--- config.mk ---
export PLATFORM = sky130hd
export DESIGN_NAME = stream_reorderer
export DESIGN_NICKNAME = d
export VERILOG_FILES = /design/src/rtl/stream_reorderer_pkg.sv /design/src/rtl/stream_permuter.sv /design/src/rtl/stream_reorderer.sv
export SDC_FILE = /design/constraint.sdc
export NUM_CORES = 1
export LEC_CHECK = 0
export ABC_AREA = 1
export ABC_CLOCK_PERIOD_IN_PS = 2100
export BUFFER_PORTS_ARGS = -buffer_cell sky130_fd_sc_hd__buf_4
export CAP_MARGIN = 20
export CELL_PAD_IN_SITES_DETAIL_PLACEMENT = 0
export CELL_PAD_IN_SITES_GLOBAL_PLACEMENT = 1
export CORE_ASPECT_RATIO = 1.1
export CORE_MARGIN = 2
export CORE_UTILIZATION = 41
export DETAILED_ROUTE_END_ITERATION = 10
export PLACE_DENSITY = 0.78
export REMOVE_ABC_BUFFERS = 1
export SYNTH_ARGS = -nofsm -noshare
export SYNTH_HDL_FRONTEND = slang
export SYNTH_HIERARCHICAL = 1
export SYNTH_SLANG_ARGS = --single-unit
--- constraint.sdc ---
create_clock -name clk -period 2.1 [get_ports clk]
set_input_delay 0.42 -clock clk [delete_from_list [all_inputs] [get_ports clk]]
set_output_delay 0.42 -clock clk [all_outputs]
set_load 0.01 [all_outputs]
--- src/rtl/stream_reorderer_pkg.sv ---
// rtl/stream_reorderer_pkg.sv - shared mode and packet-state types for the stream reorderer
package stream_reorderer_pkg;

    typedef enum logic [1:0] {
        MODE_PASS    = 2'd0,
        MODE_BITREV  = 2'd1,
        MODE_GRPREV  = 2'd2,
        MODE_FULLREV = 2'd3
    } reorder_mode_t;

    typedef enum logic {
        ST_IDLE  = 1'b0,
        ST_INPKT = 1'b1
    } pkt_state_t;

endpackage

--- src/rtl/stream_permuter.sv ---
// rtl/stream_permuter.sv - combinational bit/group permutation of one beat
module stream_permuter
    import stream_reorderer_pkg::*;
#(
    parameter int GROUP  = 8,
    parameter int GROUPS = 4
) (
    input  reorder_mode_t            mode,
    input  logic [GROUP*GROUPS-1:0]  dat,
    output logic [GROUP*GROUPS-1:0]  perm
);

    localparam int WIDTH = GROUP * GROUPS;

    logic [WIDTH-1:0] bit_rev;
    logic [WIDTH-1:0] grp_rev;
    logic [WIDTH-1:0] full_rev;

    for (genvar g = 0; g < GROUPS; g++) begin : g_grp
        for (genvar b = 0; b < GROUP; b++) begin : g_bit
            assign bit_rev[g*GROUP+b] = dat[g*GROUP+GROUP-1-b];
            assign grp_rev[g*GROUP+b] = dat[(GROUPS-1-g)*GROUP+b];
        end
    end

    for (genvar k = 0; k < WIDTH; k++) begin : g_full
        assign full_rev[k] = dat[WIDTH-1-k];
    end

    always_comb begin
        perm = dat;
        case (mode)
            MODE_BITREV:  perm = bit_rev;
            MODE_GRPREV:  perm = grp_rev;
            MODE_FULLREV: perm = full_rev;
            default:      perm = dat;
        endcase
    end

endmodule

--- src/rtl/stream_reorderer.sv ---
// rtl/stream_reorderer.sv - per-packet mode switching reorder stage with registered output and skid buffer
module stream_reorderer
    import stream_reorderer_pkg::*;
#(
    parameter int GROUP  = 8,
    parameter int GROUPS = 4
) (
    input  logic                     clk,
    input  logic                     reset_n,
    input  logic [1:0]               i_mode,
    input  logic                     i_mode_upd,
    output logic [1:0]               o_mode,
    input  logic [GROUP*GROUPS-1:0]  i_dat,
    input  logic                     i_eop,
    input  logic                     i_val,
    output logic                     i_rdy,
    output logic [GROUP*GROUPS-1:0]  o_dat,
    output logic                     o_eop,
    output logic                     o_val,
    input  logic                     o_rdy
);

    localparam int WIDTH = GROUP * GROUPS;

    pkt_state_t       state_q, state_d;
    reorder_mode_t    active_mode, pend_mode, eff_mode;
    logic             pend_val;

    logic             main_val, skid_val;
    logic [WIDTH-1:0] main_dat, skid_dat, perm_dat;
    logic             main_eop, skid_eop;

    logic             accept, drain;

    assign i_rdy  = !skid_val;
    assign accept = i_val && i_rdy;
    assign drain  = main_val && o_rdy;

    assign o_val  = main_val;
    assign o_dat  = main_dat;
    assign o_eop  = main_eop;
    assign o_mode = active_mode;

    // A pending mode only takes over at a packet boundary.
    assign eff_mode = (pend_val && state_q == ST_IDLE) ? pend_mode : active_mode;

    stream_permuter #(
        .GROUP  (GROUP),
        .GROUPS (GROUPS)
    ) u_permuter (
        .mode (eff_mode),
        .dat  (i_dat),
        .perm (perm_dat)
    );

    always_comb begin
        state_d = state_q;
        if (accept) begin
            state_d = i_eop ? ST_IDLE : ST_INPKT;
        end
    end

    always_ff @(posedge clk or negedge reset_n) begin
        if (!reset_n) begin
            state_q <= ST_IDLE;
        end else begin
            state_q <= state_d;
        end
    end

    // A same-cycle update lands after the boundary apply, so it is kept for the next packet.
    always_ff @(posedge clk or negedge reset_n) begin
        if (!reset_n) begin
            active_mode <= MODE_PASS;
            pend_mode   <= MODE_PASS;
            pend_val    <= 1'b0;
        end else begin
            if (accept && state_q == ST_IDLE) begin
                active_mode <= eff_mode;
                pend_val    <= 1'b0;
            end
            if (i_mode_upd) begin
                pend_val  <= 1'b1;
                pend_mode <= reorder_mode_t'(i_mode);
            end
        end
    end

    always_ff @(posedge clk or negedge reset_n) begin
        if (!reset_n) begin
            main_val <= 1'b0;
            main_dat <= '0;
            main_eop <= 1'b0;
            skid_val <= 1'b0;
            skid_dat <= '0;
            skid_eop <= 1'b0;
        end else if (drain) begin
            if (skid_val) begin
                main_dat <= skid_dat;
                main_eop <= skid_eop;
                skid_val <= 1'b0;
            end else if (accept) begin
                main_dat <= perm_dat;
                main_eop <= i_eop;
            end else begin
                main_val <= 1'b0;
            end
        end else if (!main_val) begin
            if (accept) begin
                main_val <= 1'b1;
                main_dat <= perm_dat;
                main_eop <= i_eop;
            end
        end else if (accept) begin
            skid_val <= 1'b1;
            skid_dat <= perm_dat;
            skid_eop <= i_eop;
        end
    end

endmodule
==> qor.csv <==
stage,metric,value,unit
synth,synth_seq_cells,74,
power,clockPowerShare,0.155,
critical_path,r2r_start,state_q,
power,combPwrFrac,0.580,
sta,clock_skew,5.33,ps
cells_and_area,final_cell_mix,"nand2_1, nand3_1, inv_1",
critical_path,crit_path_start,state_q,
run_status,status,completed,
synth,syn_area,4910,um^2
synth,syn_inst,721,
clock_tree,cts_root_buf,clkbuf_16,
critical_path,cp-end-kind,flip-flop,
synth,ys_types,21,
critical_path,r2r-end,o_dat[25],
drt,vias_per_cell,5.12,
synth,yosysSeqAreaShare,0.377,
critical_path,rrSetupSlack,210,ps
sta,slew_viol_final,0,
cells_and_area,instances_no_fill,938,
power,power_leakage,3.25,nW
sta,rsz0062_at_grt,no,
global_routing,grt.total_usage,0.222,
cells_and_area,fill_cells,1205,
sta,clock.fmax,0.528,GHz
floorplan,initial_core_util,0.424,
sta,hold_violations,0,
floorplan,core-area,11600,um^2
floorplan,dieArea,12900,um^2
clock_tree,cts_sinks,74,
clock_tree,clkSlewWorstSetupHoldPaths,60,ps
cells_and_area,drive_gt1_frac,0.203,
worst_hold_path,hp-class,in2async,
floorplan,row_count,41,
power,vdd_drop_max,0.575,mV
global_routing,antenna_found_initial,0,
power,power_frac_seq,0.265,
critical_path,crit_required,2340,ps
critical_path,cp-start-kind,flip-flop,
sta,slew_headroom,0.688,
synth,syn_area_per_cell,6.81,um^2
placed_design,dpl.hpwl,8770,um
global_routing,grt_overflow,0,
placed_design,gp_congestion,0.822,
drt,wl_per_cell,14.6,um
cells_and_area,synthToLayoutAreaGrowth,19.4,%
global_routing,busiest_layer,met2,
global_routing,gr-usage-met2,0.377,
critical_path,arrival,2130,ps
cells_and_area,antenna_cells,0,
power,p_sw_frac,0.469,
drt,drc_errors,0,
power,internal_power,0.00499,W
global_routing,met3_usage,0.0325,
sta,fin_crit,1890,ps
floorplan,fp.dieH,119,um
power,p_sw,0.00441,W
drt,drt-pass1-iter-count,6,
critical_path,cp-endpoint,o_dat[25],
power,finalPower,0.00940,W
sta,finalSetupViolations,0,
power,powerDensity,1600,nW/um^2
drt,wl,13700,um
drt,vias,4807,
placed_design,place_area,5550,um^2
critical_path,path_class,reg2reg,
cells_and_area,final_common_cell,nand2_1,
cells_and_area,nets,823,
floorplan,fp.dieW,108,um
global_routing,grt_pass1_wl,22400,um
clock_tree,numCtsBuffers,9,
run,max_cap_viol_count,0,
placed_design,placedCellCount,920,
clock_tree,worstSkewPairLatency,340,ps
drt,postRouteAntennaNets,0,
critical_path,crit_fanout,16,
sta,worstMarginPinSlew,469,ps
clock_tree,ctsLongestPathBuffers,2,
drt,drt_iter0_markers,321,
sta,final.period_utilization,0.901,
global_routing,globalRouteMet1Util,0.281,
clock_tree,hold_buffers,0,
global_routing,grt_max_degree,35,
floorplan,pin_count,77,
sta,hold_slack,24.8,ps
critical_path,r2r_cells,14,
clock_tree,cts_tree,done,
clock_tree,h-tree-depth,3,
cells_and_area,design_area,5860,um^2
synth,yosys_warnings,6,
global_routing,grt_pass1_vias,4479,
placed_design,io_buffers,76,
## stage by stage
step / utilization / worst slack [ps] / TNS [ps]
final: 0.506 / 207 / 0
after global routing: 0.506 / 18.6 / 0
after CTS: 0.502 / 2.08 / 0
after detailed placement: 0.479 / 9.18 / 0
after global placement: 0.479 / 77.4 / 0
after floorplan: - / -4450 / -282470
## cells by family (layout without fill, tap and decap cells)
logic type / Yosys count / after routing / synth area share
AND/OR/NAND/NOR: 420 / 420 / 0.391
buffers and inverters: 189 / 255 / 0.178
flip-flops: 74 / 74 / 0.377
AO/OA/AOI/OAI: 38 / 39 / 0.0545
## worst max-delay path, cell delays in order (launching register included)
cell and delay [ps]:
dfrtp_1 390, inv_2 80, nand2_4 80, buf_4 150
o21ai_4 200, inv_1 110, buf_6 170, nand3_1 80
nand4_1 110, inv_1 110, nand3_1 80, nand2_1 80
nand2_1 40, nand2_1 60, inv_1 40
## sequential cells by signal, summed over array words and instances, names as in the netlist
register and cells:
o_dat 32, skid_dat 32, o_mode 2, pend_mode 2, o_eop 1, o_val 1
pend_val 1, skid_eop 1, skid_val 1, state_q 1
## cells in the mapped netlist
library cell | instances | area (um^2)
o21ai_2 | 20 | 175
nor2_2 | 1 | 6.26
buf_6 | 9 | 101
o21ai_1 | 6 | 30.0
inv_2 | 2 | 7.51
buf_2 | 26 | 130
nand2_4 | 3 | 33.8
o21ai_0 | 11 | 55.1
nor2_1 | 2 | 7.51
nand3_1 | 165 | 826
inv_4 | 1 | 6.26
inv_6 | 1 | 8.76
inv_1 | 134 | 503
nor2_8 | 1 | 20.0
nand4_1 | 32 | 200
nand2_2 | 6 | 37.5
a21o_1 | 1 | 7.51
dfrtp_1 | 74 | 1850
clkbuf_1 | 1 | 3.75
buf_4 | 15 | 113
nand2_1 | 210 | 788
## metal layers
layer / part of all wire / up-vias
met5: 0 / -
met4: 0.015 / 0
met3: 0.043 / 15
met2: 0.50 / 138
met1: 0.44 / 2266
li1: - / 2388
## power by group through the flow
stage | Sequential, W | Clock (W) | Combinational [W]
6_report | 0.00249 | 0.00145 | 0.00545
5_1_grt | 0.00258 | 0.00156 | 0.00619
4_1_cts | 0.00249 | 0.00149 | 0.00540
3_5_place_dp | 0.00251 | 0 | 0.00537
3_3_place_gp | 0.00248 | 0 | 0.00527
2_1_floorplan | 0.00272 | 0 | 0.00322
## how the worst min path moves through the flow
stage / to / slack (ps) / depth (start not counted)
2_1_floorplan: o_dat[0] / 120 / 0
3_3_place_gp: skid_dat[29] / 410 / 1
3_5_place_dp: skid_dat[29] / 410 / 1
4_1_cts: skid_dat[29] / 50 / 1
5_1_grt: o_dat[29] / 60 / 1
6_report: o_dat[29] / 20 / 1
## cell type report
| cell class | instances | area, um^2 | area share |
|---|---|---|---|
| repair buffers | 101 | 798 | 0.136 |
| multi-input cells | 459 | 2230 | 0.380 |
| flip-flops and latches | 74 | 1850 | 0.316 |
| clock inverters | 6 | 32.5 | 0.00555 |
| inverters | 138 | 526 | 0.0896 |
| well taps | 150 | 188 | 0.0320 |
| clock buffers | 10 | 239 | 0.0408 |
## repair_timing
action                     in CTS  in global routing
setup buffers                   0                  1
resized for setup               0                 10
setup endpoints to repair       0                 32
No activity file was read; power rests on OpenSTA's default activity.
